$ cat src/rtl/dm_arbiter_pkg.sv
// Shared definitions for the data-memory arbiter: widths, memory op codes,
// FSM state encoding and the request payload.
package dm_arbiter_pkg;

    localparam int unsigned RF_XLEN       = 32;
    localparam int unsigned DM_OPSLEN     = 3;
    localparam int unsigned DM_AW_DEFAULT = 10;

    // Memory access op codes (loads, then stores)
    localparam logic [DM_OPSLEN-1:0] DM_OPS_LB  = 3'(0);
    localparam logic [DM_OPSLEN-1:0] DM_OPS_LH  = 3'(1);
    localparam logic [DM_OPSLEN-1:0] DM_OPS_LW  = 3'(2);
    localparam logic [DM_OPSLEN-1:0] DM_OPS_LBU = 3'(3);
    localparam logic [DM_OPSLEN-1:0] DM_OPS_LHU = 3'(4);
    localparam logic [DM_OPSLEN-1:0] DM_OPS_SB  = 3'(5);
    localparam logic [DM_OPSLEN-1:0] DM_OPS_SH  = 3'(6);
    localparam logic [DM_OPSLEN-1:0] DM_OPS_SW  = 3'(7);

    typedef enum logic [1:0] {
        ST_IDLE   = 2'd0,
        ST_ACCESS = 2'd1,
        ST_RESP   = 2'd2
    } state_e;

    // One requester's access as presented on its port
    typedef struct packed {
        logic                 we;
        logic [DM_OPSLEN-1:0] op;
        logic [RF_XLEN-1:0]   addr;
        logic [RF_XLEN-1:0]   wdata;
    } dm_req_t;

    // True when any address bit at or above the memory width is set
    function automatic logic addr_out_of_range(input logic [RF_XLEN-1:0] addr,
                                               input int unsigned aw);
        return (addr >> aw) != '0;
    endfunction

endpackage

$ cat src/rtl/dm_arbiter_rr_arb2.sv
// Two-way round-robin picker: a lone requester always wins; on contention the
// port that was not granted last time wins.
module rr_arb2 (
    input  logic [1:0] req,
    input  logic       last_gnt,
    output logic [1:0] gnt_c
);

    // One-hot (or zero) grant from current requests and last winner
    always_comb begin
        gnt_c    = 2'b00;
        gnt_c[0] = req[0] & (~req[1] | last_gnt);
        gnt_c[1] = req[1] & (~req[0] | ~last_gnt);
    end

endmodule

$ cat src/rtl/dm_arbiter.sv
// Shares the single data-memory port between the core load/store path (port 0)
// and the debug/DMA loader (port 1). One request is accepted at a time; the
// memory is driven for exactly one cycle and the response returns one cycle
// later to the owning port.
module dm_arbiter
    import dm_arbiter_pkg::*;
#(
    parameter int unsigned DM_AW   = DM_AW_DEFAULT,
    parameter logic        RR_INIT = 1'b1
) (
    input  logic                 clk,
    input  logic                 rst,

    input  logic [1:0]           req_i,
    input  logic [1:0]           we_i,
    input  logic [DM_OPSLEN-1:0] op0_i,
    input  logic [DM_OPSLEN-1:0] op1_i,
    input  logic [RF_XLEN-1:0]   addr0_i,
    input  logic [RF_XLEN-1:0]   addr1_i,
    input  logic [RF_XLEN-1:0]   wdata0_i,
    input  logic [RF_XLEN-1:0]   wdata1_i,

    output logic [1:0]           gnt_o,
    output logic [1:0]           rvalid_o,
    output logic [RF_XLEN-1:0]   rdata_o,
    output logic                 err_o,
    output logic                 busy_o,

    output logic                 dm_rd_en,
    output logic                 dm_wr_en,
    output logic [DM_OPSLEN-1:0] dm_rd_op,
    output logic [DM_OPSLEN-1:0] dm_wr_op,
    output logic [RF_XLEN-1:0]   dm_addr,
    output logic [RF_XLEN-1:0]   dm_wdata,
    input  logic [RF_XLEN-1:0]   dm_rdata,
    input  logic                 dm_valid,
    input  logic                 dm_br
);

    state_e             state_q;
    state_e             state_d;
    logic               last_gnt_q;
    logic               owner_q;
    logic               lat_we_q;
    logic               range_err_q;

    logic [1:0]         arb_gnt;
    logic               win;
    dm_req_t            win_req;
    logic               win_oob;
    logic               accept;
    logic               capture;
    logic               err_c;
    logic [RF_XLEN-1:0] resp_data_c;

    rr_arb2 u_rr_arb2 (
        .req      (req_i),
        .last_gnt (last_gnt_q),
        .gnt_c    (arb_gnt)
    );

    assign win = arb_gnt[1];

    // Select the winning port's request fields
    always_comb begin
        if (win) begin
            win_req = '{we: we_i[1], op: op1_i, addr: addr1_i, wdata: wdata1_i};
        end else begin
            win_req = '{we: we_i[0], op: op0_i, addr: addr0_i, wdata: wdata0_i};
        end
        win_oob = addr_out_of_range(win_req.addr, DM_AW);
    end

    // Response status: range errors, store bounds violations, loads the memory did not validate
    assign err_c       = range_err_q
                       | (lat_we_q & dm_br)
                       | (~lat_we_q & ~range_err_q & ~dm_valid);
    assign resp_data_c = (~lat_we_q & ~err_c) ? dm_rdata : '0;

    // State register
    always_ff @(posedge clk or posedge rst) begin
        if (rst) begin
            state_q <= ST_IDLE;
        end else begin
            state_q <= state_d;
        end
    end

    // Next state, grant and datapath strobes
    always_comb begin
        state_d = state_q;
        gnt_o   = 2'b00;
        accept  = 1'b0;
        capture = 1'b0;
        unique case (state_q)
            ST_IDLE, ST_RESP: begin
                if (|req_i) begin
                    gnt_o   = arb_gnt;
                    accept  = 1'b1;
                    state_d = ST_ACCESS;
                end else begin
                    state_d = ST_IDLE;
                end
            end
            ST_ACCESS: begin
                capture = 1'b1;
                state_d = ST_RESP;
            end
            default: begin
                state_d = ST_IDLE;
            end
        endcase
    end

    // Latch the granted request; memory strobes live only for the ACCESS cycle
    always_ff @(posedge clk or posedge rst) begin
        if (rst) begin
            last_gnt_q  <= RR_INIT;
            owner_q     <= 1'b0;
            lat_we_q    <= 1'b0;
            range_err_q <= 1'b0;
            dm_rd_en    <= 1'b0;
            dm_wr_en    <= 1'b0;
            dm_rd_op    <= '0;
            dm_wr_op    <= '0;
            dm_addr     <= '0;
            dm_wdata    <= '0;
        end else if (accept) begin
            last_gnt_q  <= win;
            owner_q     <= win;
            lat_we_q    <= win_req.we;
            range_err_q <= win_oob;
            dm_rd_en    <= ~win_req.we & ~win_oob;
            dm_wr_en    <= win_req.we & ~win_oob;
            dm_rd_op    <= win_req.we ? '0 : win_req.op;
            dm_wr_op    <= win_req.we ? win_req.op : '0;
            dm_addr     <= win_req.addr;
            dm_wdata    <= win_req.wdata;
        end else begin
            dm_rd_en    <= 1'b0;
            dm_wr_en    <= 1'b0;
            dm_rd_op    <= '0;
            dm_wr_op    <= '0;
            dm_addr     <= '0;
            dm_wdata    <= '0;
        end
    end

    // Capture the memory result and present it to the owner for one cycle
    always_ff @(posedge clk or posedge rst) begin
        if (rst) begin
            rvalid_o <= 2'b00;
            rdata_o  <= '0;
            err_o    <= 1'b0;
        end else if (capture) begin
            rvalid_o <= {owner_q, ~owner_q};
            rdata_o  <= resp_data_c;
            err_o    <= err_c;
        end else begin
            rvalid_o <= 2'b00;
            rdata_o  <= '0;
            err_o    <= 1'b0;
        end
    end

    // Busy whenever the FSM is (or is about to be) outside IDLE
    always_ff @(posedge clk or posedge rst) begin
        if (rst) begin
            busy_o <= 1'b0;
        end else begin
            busy_o <= (state_d != ST_IDLE);
        end
    end

endmodule
$ cat config.mk
export PLATFORM = sky130hd
export DESIGN_NAME = dm_arbiter
export DESIGN_NICKNAME = d
export VERILOG_FILES = /design/src/rtl/dm_arbiter_pkg.sv /design/src/rtl/dm_arbiter_rr_arb2.sv /design/src/rtl/dm_arbiter.sv
export SDC_FILE = /design/constraint.sdc
export NUM_CORES = 1
export LEC_CHECK = 0
export BUFFER_PORTS_ARGS = -buffer_cell sky130_fd_sc_hd__buf_2
export CAP_MARGIN = 20
export CORE_ASPECT_RATIO = 1.1
export CORE_MARGIN = 5
export CORE_UTILIZATION = 39
export CTS_CLUSTER_DIAMETER = 50
export DETAILED_ROUTE_END_ITERATION = 12
export HOLD_SLACK_MARGIN = 0.03
export PLACE_DENSITY = 0.85
export SETUP_SLACK_MARGIN = 0.2
export SYNTH_ARGS = -nofsm -noshare
export SYNTH_HDL_FRONTEND = slang
export SYNTH_SLANG_ARGS = --single-unit
$ cat constraint.sdc
create_clock -name clk -period 4.4 [get_ports clk]
set_input_delay 0.88 -clock clk [delete_from_list [all_inputs] [get_ports clk]]
set_output_delay 0.88 -clock clk [all_outputs]
set_load 0.03 [all_outputs]
== Word-level counts from Yosys, hierarchy flattened ==
Index checks and enable logic that the tools add are counted.
Word-level totals
  input port bits: 174
  bits in read-only memories: 0
  bits in writable memories: 0
  logic and storage cells: 64
  memories kept: 0
  bits in registers: 114
  latch bits: 0
  output and inout port bits: 110
Operators by class
  $add $sub $neg: 0
  magnitude comparators: 0
  div/mod/pow operators: 0
  equality and inequality tests: 2
  reduce and logical (&&, ||, !) cells: 5
  mux-type cells: 20
  $mul: 0
  shifts and indexed selects: 0
  bitwise operators: 22
Operator list (number)
  32-bit two-way mux: 4
  68-bit two-way mux: 1
  32-bit nonzero test: 1
  3-bit two-way mux: 4
  1-bit NOT: 10
  1-bit bitwise AND: 8
  1-bit two-way mux: 7
  2-bit two-way mux: 3
  1-bit OR: 4
  2-bit case mux with 2 select lines: 1
  2-bit OR reduction: 2
  2-bit by 1-bit equality test with 1-bit output (second input constant): 1
  2-bit equality test (second input constant): 1
  2-bit zero test: 1
  2-bit nonzero test: 1

== Longest topological paths before layout ==
Gate-level depths: netlist of run 1.
  depth in word-level cells: 8
  depth in mapped cells: 6
  mapped depth without buffers: 5

== Cells and area by module ==
From an unflattened synthesis of run 1, not the netlist that was laid out.
Second synthesis, totals
  cell total of the unflattened synthesis: 361
  area total of the unflattened synthesis: 4399.2 um^2
By module, submodules not included
  dm_arbiter: area each 4380.5 um^2, cells an instance 358, sequential area each 2854.0 um^2, times used 1
  rr_arb2: area each 18.8 um^2, cells an instance 3, sequential area each 0.0 um^2, times used 1

== Worst setup path after synthesis of run 1 ==
OpenSTA, ideal clock, no wires.
  path kind: input-to-output
  start point: input port req_i[1]
  end point: output port gnt_o[1]
  slack: 1761 ps
  cell stages on the path: 3
  arrival time: 1759 ps
  data required time: 3520 ps
  buffers on the path: 1
  cells stage by stage: a21bo_2 clkbuf_1 nor2_1
Between the ends
  word-level cells in the longest chain between the ends: 3
  elaborated cells between the ends (all ways): 4
  those cells by class: 2 x mux; 1 x bitwise; 1 x reduce/logical
RTL lines
  start: declaration: RTL line dm_arbiter.sv:14  | input logic [1:0] req_i,
  1-bit bitwise AND / 2-bit OR reduction (equally long branches): RTL line dm_arbiter_rr_arb2.sv:13, dm_arbiter.sv:97
  2-bit two-way mux (*): RTL line dm_arbiter.sv:97  | if (|req_i) begin
  2-bit two-way mux (*): RTL line dm_arbiter.sv:95  | unique case (state_q)
  end: declaration: RTL line dm_arbiter.sv:23  | output logic [1:0] gnt_o,
Every way passes the cells marked *; elsewhere a longest branch is shown, timed or not.

== Worst setup path in the final report of run 1 ==
Ends and elaborated chain as after synthesis.

==> results of run 1 <==
[layer usage]
layer / vias up / GRT usage / part of all wire
li1: 1980 / - / -
met1: 1945 / 0.226 / 0.38
met2: 202 / 0.348 / 0.52
met3: 14 / 0.0658 / 0.084
met4: 0 / 0.0669 / 0.013
met5: - / 0 / 0
[power by group]
part           switching, mW  total (mW)  leakage, nW  internal (mW)
Sequential            0.0250        1.15         1.52           1.13
Clock                  0.497        1.22        0.264          0.722
Combinational          0.353       0.523         1.91          0.170
Total                  0.874        2.89         3.69           2.02
[cells in the mapped netlist (2+ instances only)]
master,n
sky130_fd_sc_hd__dfrtp_1,113
sky130_fd_sc_hd__nand2b_1,6
sky130_fd_sc_hd__nand3_1,6
sky130_fd_sc_hd__clkbuf_1,14
sky130_fd_sc_hd__buf_1,9
sky130_fd_sc_hd__nand4_1,2
sky130_fd_sc_hd__nor4_2,2
sky130_fd_sc_hd__or4_1,3
sky130_fd_sc_hd__nand3b_1,6
sky130_fd_sc_hd__a21oi_1,71
sky130_fd_sc_hd__and2_1,33
sky130_fd_sc_hd__o21ai_1,2
sky130_fd_sc_hd__nor2_1,5
sky130_fd_sc_hd__inv_1,4
sky130_fd_sc_hd__buf_2,5
sky130_fd_sc_hd__nand2_1,130
sky130_fd_sc_hd__nor4_1,6
sky130_fd_sc_hd__a21o_1,2
[kinds of logic after synthesis]
logic type / after synthesis / share of synthesized area
AND/OR/NAND/NOR: 203 / 0.216
flip-flops: 114 / 0.647
multiplexers: 1 / 0.00227
AO/OA/AOI/OAI: 83 / 0.102
buffers and inverters: 34 / 0.0321
[layout make-up]
type	instances	area, sq um
repair buffers	292	1530
clock buffers	17	425
well taps	147	184
fillers	958	4460
clock inverters	15	110
multi-input cells	287	1430
flip-flops and latches	114	2850
inverters	5	21.3
[registers in the layout (all words and copies together) (netlist names), 2 cells and up]
| register | flops |
|---|---|
| state_q | 2 |
| dm_addr | 32 |
| rvalid_o | 2 |
| dm_rd_op | 3 |
| rdata_o | 32 |
| dm_wr_op | 3 |
| dm_wdata | 32 |
[worst max-delay path, stage by stage]
cell,delay (ps)
sky130_fd_sc_hd__buf_2,120
sky130_fd_sc_hd__a21bo_2,580
sky130_fd_sc_hd__nor2_1,150
sky130_fd_sc_hd__buf_2,220
[worst max path at each step]
stage / startpoint / endpoint / slack [ps]
final: req_i[1] / gnt_o[1] / 1570
after global routing: req_i[1] / gnt_o[1] / 1500
after CTS: req_i[1] / gnt_o[1] / 1560
after detailed placement: req_i[1] / dm_wr_en / 1430
after global placement: req_i[1] / range_err_q / 1530
after floorplan: rst / busy_o / 510
==> impl_results.rst, run 1 <==
.. list-table::
   :header-rows: 1

   * - Metric
     - Value
   * - Power per cell area
     - 441 nW/um^2
   * - TritonCTS Sinks
     - 114
   * - Number of non-filler instances in the completed layout
     - 877
   * - Cells after DPL
     - 843
   * - Initial core utilization
     - 0.400
   * - First-pass GRT wire length
     - 21.1 mm
   * - Instance count of the mapped netlist
     - 435
   * - Layout area overhead
     - 48.6%
   * - Number of max-cap violations
     - 0
   * - Power Total
     - 2.89 mW
   * - Worst Hold Endpoint
     - rvalid_o[0]
   * - Worst Hold Margin
     - 492 ps
   * - Number of H-tree levels
     - 4
   * - Min-delay worst type
     - register to register
   * - Overall die height
     - 122 um
   * - Reg2reg setup slack
     - 1900 ps
   * - Residual antenna-violating net count after detailed routing
     - 0
   * - Final Cycle Share
     - 0.643
   * - Yosys warns
     - 0
   * - Buffer levels on the longest clock path
     - 2
   * - Via count normalized by instance count
     - 4.72
   * - Top library cells by usage in the layout, fill and taps aside
     - 283 x sky130_fd_sc_hd__buf_2, 130 x sky130_fd_sc_hd__nand2_1, 113 x sky130_fd_sc_hd__dfrtp_1
   * - Worst Hold Depth
     - 1
   * - Fraction of layout cells with a size suffix above 1
     - 0.460
   * - Setup violation total in the final timing report
     - 0
   * - Final-layout setup total negative slack
     - 0 ps
   * - Weighted congestion at the end of routability-driven global placement
     - 0.825
   * - Standard-cell row count
     - 40
   * - Hold Violations, Final
     - 0
   * - Worst-path fanout max
     - 28
   * - Final Cell Area
     - 6550 sq um
   * - Post-cts hold buffer count
     - 0
   * - RSZ-0062 raised after global routing
     - no
   * - Startpoint class of the critical path
     - input port
   * - Cell leakage power
     - 3.69 nW
   * - Final worst setup slack
     - 1570 ps
   * - Die W
     - 111 um
   * - # IOs
     - 284
   * - Outcome
     - completed
   * - Cell area after placement
     - 5970 sq um
   * - Critical setup path kind
     - input port to output port
   * - Count of cells along the worst register-to-register path
     - 6
   * - Number of synthesized register bits
     - 114
   * - Worst r2r dst
     - range_err_q
   * - DRT iter0 DRCs
     - 230
   * - Post-synthesis area per instance
     - 10.1 sq um
   * - Final number of max-transition violations
     - 0
   * - Final core utilization
     - 0.595
   * - Mapped Area
     - 4410 sq um
   * - Number of global-route vias before repair
     - 4183
   * - Worst vdd ir
     - 0.000251 V
   * - Top cells by area in the synthesized netlist
     - sky130_fd_sc_hd__dfrtp_1 64%, sky130_fd_sc_hd__nand2_1 11%, sky130_fd_sc_hd__a21oi_1 8.1%
   * - Post-synthesis net count
     - 609
   * - Maximum number of pins on one net before global-route repair
     - 85
   * - Clock-pin slew of the registers on the worst-case setup and hold paths
     - 60 ps
   * - Core Region
     - 11000 sq um
   * - Number of buffers added on ports
     - 283
   * - Post-layout net count
     - 891
   * - Required time reported for the critical path endpoint
     - 3520 ps
   * - Number of detailed-route iterations in the first pass
     - 5
   * - Total wire length
     - 13.8 mm
   * - Start point of the worst min-delay path
     - owner_q
   * - Number of library cell types mapped by synthesis
     - 34
   * - Clock latency reported for the late side of the worst-skew pair
     - 390 ps
   * - Number of inserted diodes
     - 0
   * - Overall Global Routing Usage
     - 0.197
   * - HPWL after detailed placement
     - 10.3 mm
   * - Share of the yosys chip area belonging to registers
     - 0.647
   * - Max-Slew Margin vs Limit
     - 0.294
   * - Cell taking the most area after synthesis
     - sky130_fd_sc_hd__dfrtp_1
   * - Number of enable flip-flop cells after synthesis
     - 0
   * - TritonCTS clock tree
     - done
   * - Buffer cell driving the clock tree root
     - sky130_fd_sc_hd__clkbuf_16
   * - Data arrival time of the critical path
     - 1950 ps
   * - Post-detailed-route DRC marker count
     - 0
   * - Total CTS buffers
     - 17
   * - Reg-to-reg startpoint
     - last_gnt_q
   * - Fmax
     - 353 MHz
   * - Clock period minus final worst setup slack
     - 2830 ps
   * - Die area
     - 13500 sq um
   * - Pre-CTS setup slack
     - 1430 ps
   * - Most frequent standard cell in the layout excluding fill and tap cells
     - sky130_fd_sc_hd__buf_2
   * - Category of the worst setup path capture point
     - output port
   * - Post-CTS Setup Repair Bufs
     - 0
   * - Via count
     - 4141
   * - FFs w/ async S/R, synth
     - 1.00
   * - Worst clock skew on the final layout
     - 7.94 ps
   * - Cts repair resizes
     - 0
   * - Area fraction of the dominant cell type after synthesis
     - 0.641
   * - Ys flop type
     - sky130_fd_sc_hd__dfrtp_1
   * - Pin slew with the least headroom to its limit
     - 1060 ps
   * - Number of antenna violations at the first check in global routing
     - 0
   * - Routed wirelength normalized by instance count
     - 15.8 um
   * - Overall overflow remaining after global route
     - 0
(Power assumes the default switching activity.)
==> inputs of run 2 (changes only) <==
- CORE_UTILIZATION: 39 -> 38
- PLACE_DENSITY: 0.85 -> 0.86
- clock period: 4.4 -> 2.5 ns (I/O delays scaled with it)
==> impl_results.rst, run 2 (synthesis results as in run 1) <==
.. list-table::
   :header-rows: 1

   * - Metric
     - Value
   * - Worst vdd ir
     - 0.000355 V
   * - Overall Global Routing Usage
     - 0.201
   * - Die W
     - 113 um
   * - Startpoint class of the critical path
     - register
   * - Number of global-route vias before repair
     - 4260
   * - Number of detailed-route iterations in the first pass
     - 4
   * - Post-layout net count
     - 889
   * - Die area
     - 13900 sq um
   * - Routed wirelength normalized by instance count
     - 16.0 um
   * - Total CTS buffers
     - 17
   * - Number of max-cap violations
     - 0
   * - Core Region
     - 11400 sq um
   * - Required time reported for the critical path endpoint
     - 2000 ps
   * - Post-CTS Setup Repair Bufs
     - 0
   * - Number of antenna violations at the first check in global routing
     - 0
   * - RSZ-0062 raised after global routing
     - no
   * - Post-cts hold buffer count
     - 0
   * - # IOs
     - 284
   * - Cell breakdown of the critical path
     - a21bo_2 > nor2_1 > buf_2
   * - Buffer levels on the longest clock path
     - 2
   * - Number of inserted diodes
     - 0
   * - Pre-CTS setup slack
     - 479 ps
   * - Worst-path fanout max
     - 6
   * - First-pass GRT wire length
     - 21.2 mm
   * - Critical path's largest stage delay
     - 400 ps
   * - Cell leakage power
     - 3.67 nW
   * - Clock-pin slew of the registers on the worst-case setup and hold paths
     - 60 ps
   * - Count of cells along the worst register-to-register path
     - 6
   * - Fraction of layout cells with a size suffix above 1
     - 0.459
   * - Pin slew with the least headroom to its limit
     - 758 ps
   * - Power per cell area
     - 794 nW/um^2
   * - Max-Slew Margin vs Limit
     - 0.495
   * - Most frequent standard cell in the layout excluding fill and tap cells
     - sky130_fd_sc_hd__buf_2
   * - Weighted congestion at the end of routability-driven global placement
     - 0.858
   * - Maximum number of pins on one net before global-route repair
     - 115
   * - Worst Hold Margin
     - 210 ps
   * - Hold Violations, Final
     - 0
   * - Overall die height
     - 123 um
   * - Initial core utilization
     - 0.385
   * - Final-layout setup total negative slack
     - 0 ps
   * - Worst clock skew on the final layout
     - 5.40 ps
   * - Top library cells by usage in the layout, fill and taps aside
     - 283 x sky130_fd_sc_hd__buf_2, 130 x sky130_fd_sc_hd__nand2_1, 113 x sky130_fd_sc_hd__dfrtp_1
   * - Buffer cell driving the clock tree root
     - sky130_fd_sc_hd__clkbuf_16
   * - Category of the worst setup path capture point
     - output port
   * - HPWL after detailed placement
     - 10.5 mm
   * - Overall overflow remaining after global route
     - 0
   * - Largest registers ranked by flip-flop count
     - dm_addr x32, dm_wdata x32, rdata_o x32
   * - Setup violation total in the final timing report
     - 0
   * - Standard-cell row count
     - 41
   * - Data arrival time of the critical path
     - 1510 ps
   * - Final Cycle Share
     - 0.802
   * - Number of H-tree levels
     - 4
   * - TritonCTS clock tree
     - done
   * - Number of buffers added on ports
     - 283
   * - Clock period minus final worst setup slack
     - 2010 ps
   * - Layout area overhead
     - 48.5%
   * - Critical setup path kind
     - register to output port
   * - Total wire length
     - 14.1 mm
   * - Min-delay worst type
     - input port to async pin
   * - Final number of max-transition violations
     - 0
   * - Clock latency reported for the late side of the worst-skew pair
     - 400 ps
   * - Cell with the biggest individual delay on the critical path
     - sky130_fd_sc_hd__dfstp_2
   * - Outcome
     - completed
   * - Cts repair resizes
     - 0
   * - Via count normalized by instance count
     - 4.78
   * - Final worst setup slack
     - 494 ps
   * - Post-detailed-route DRC marker count
     - 0
   * - TritonCTS Sinks
     - 114
   * - DRT iter0 DRCs
     - 253
   * - Via count
     - 4193
   * - Fmax
     - 499 MHz
   * - Residual antenna-violating net count after detailed routing
     - 0
run 2: cell types whose count changed in the layout (fill, tap and decap cells not counted):
cell | before | now
sky130_fd_sc_hd__clkinv_2 | 5 | 3
sky130_fd_sc_hd__inv_4 | 1 | 0
sky130_fd_sc_hd__buf_4 | 6 | 5
sky130_fd_sc_hd__buf_16 | 1 | 0
sky130_fd_sc_hd__inv_6 | 3 | 4
sky130_fd_sc_hd__clkinvlp_4 | 2 | 6
sky130_fd_sc_hd__bufinv_16 | 0 | 1
sky130_fd_sc_hd__clkinv_4 | 5 | 2
run 2: report_power, final:
part / internal, mW / switching (mW)
combinational: 0.291 / 0.621
sequential: 1.98 / 0.0463
clock: 1.37 / 0.886
total: 3.64 / 1.55
run 2: metal layers:
metal	GRT usage	part of all wire
met5	0	0
met4	0.0624	0.011
met3	0.0842	0.094
met2	0.363	0.54
met1	0.214	0.35
run 2: worst max-delay path: cells and delay by family (launching register included):
kind,cells,cell delay (ps)
flops,1,400
compound gates,1,250
buf+inv,1,250
simple gates,1,200
run 2: final timing paths:
check                                to  slack [ps]          from
setup reg to reg               dm_wr_en         540    last_gnt_q
hold reg to reg             rvalid_o[0]         480       owner_q
hold / removal             dm_wdata[23]         210           rst
max in group asynchronous    dm_addr[1]        1720           rst
setup / recovery               gnt_o[1]         490    last_gnt_q
min in group clk            rdata_o[24]         300  dm_rdata[24]
run 2: cell type report:
class                      instances  area (sq um)
fill                            1018          4890
multi-input combinational        287          1430
sequential                       114          2850
clock buffer                      17           425
clock inverter                    15           135
tap                              150           188
timing repair buffer             290          1490
inverter                           5          22.5
run 2: through the flow:
stage / utilization / instances / power [mW] / cell area [sq um]
2_1_floorplan: - / 435 / 2.60 / 4410
3_3_place_gp: 0.523 / 846 / 2.96 / 5990
3_5_place_dp: 0.523 / 846 / 2.98 / 5990
4_1_cts: 0.572 / 878 / 5.26 / 6550
5_1_grt: 0.572 / 878 / 5.44 / 6550
6_report: 0.572 / 878 / 5.20 / 6550
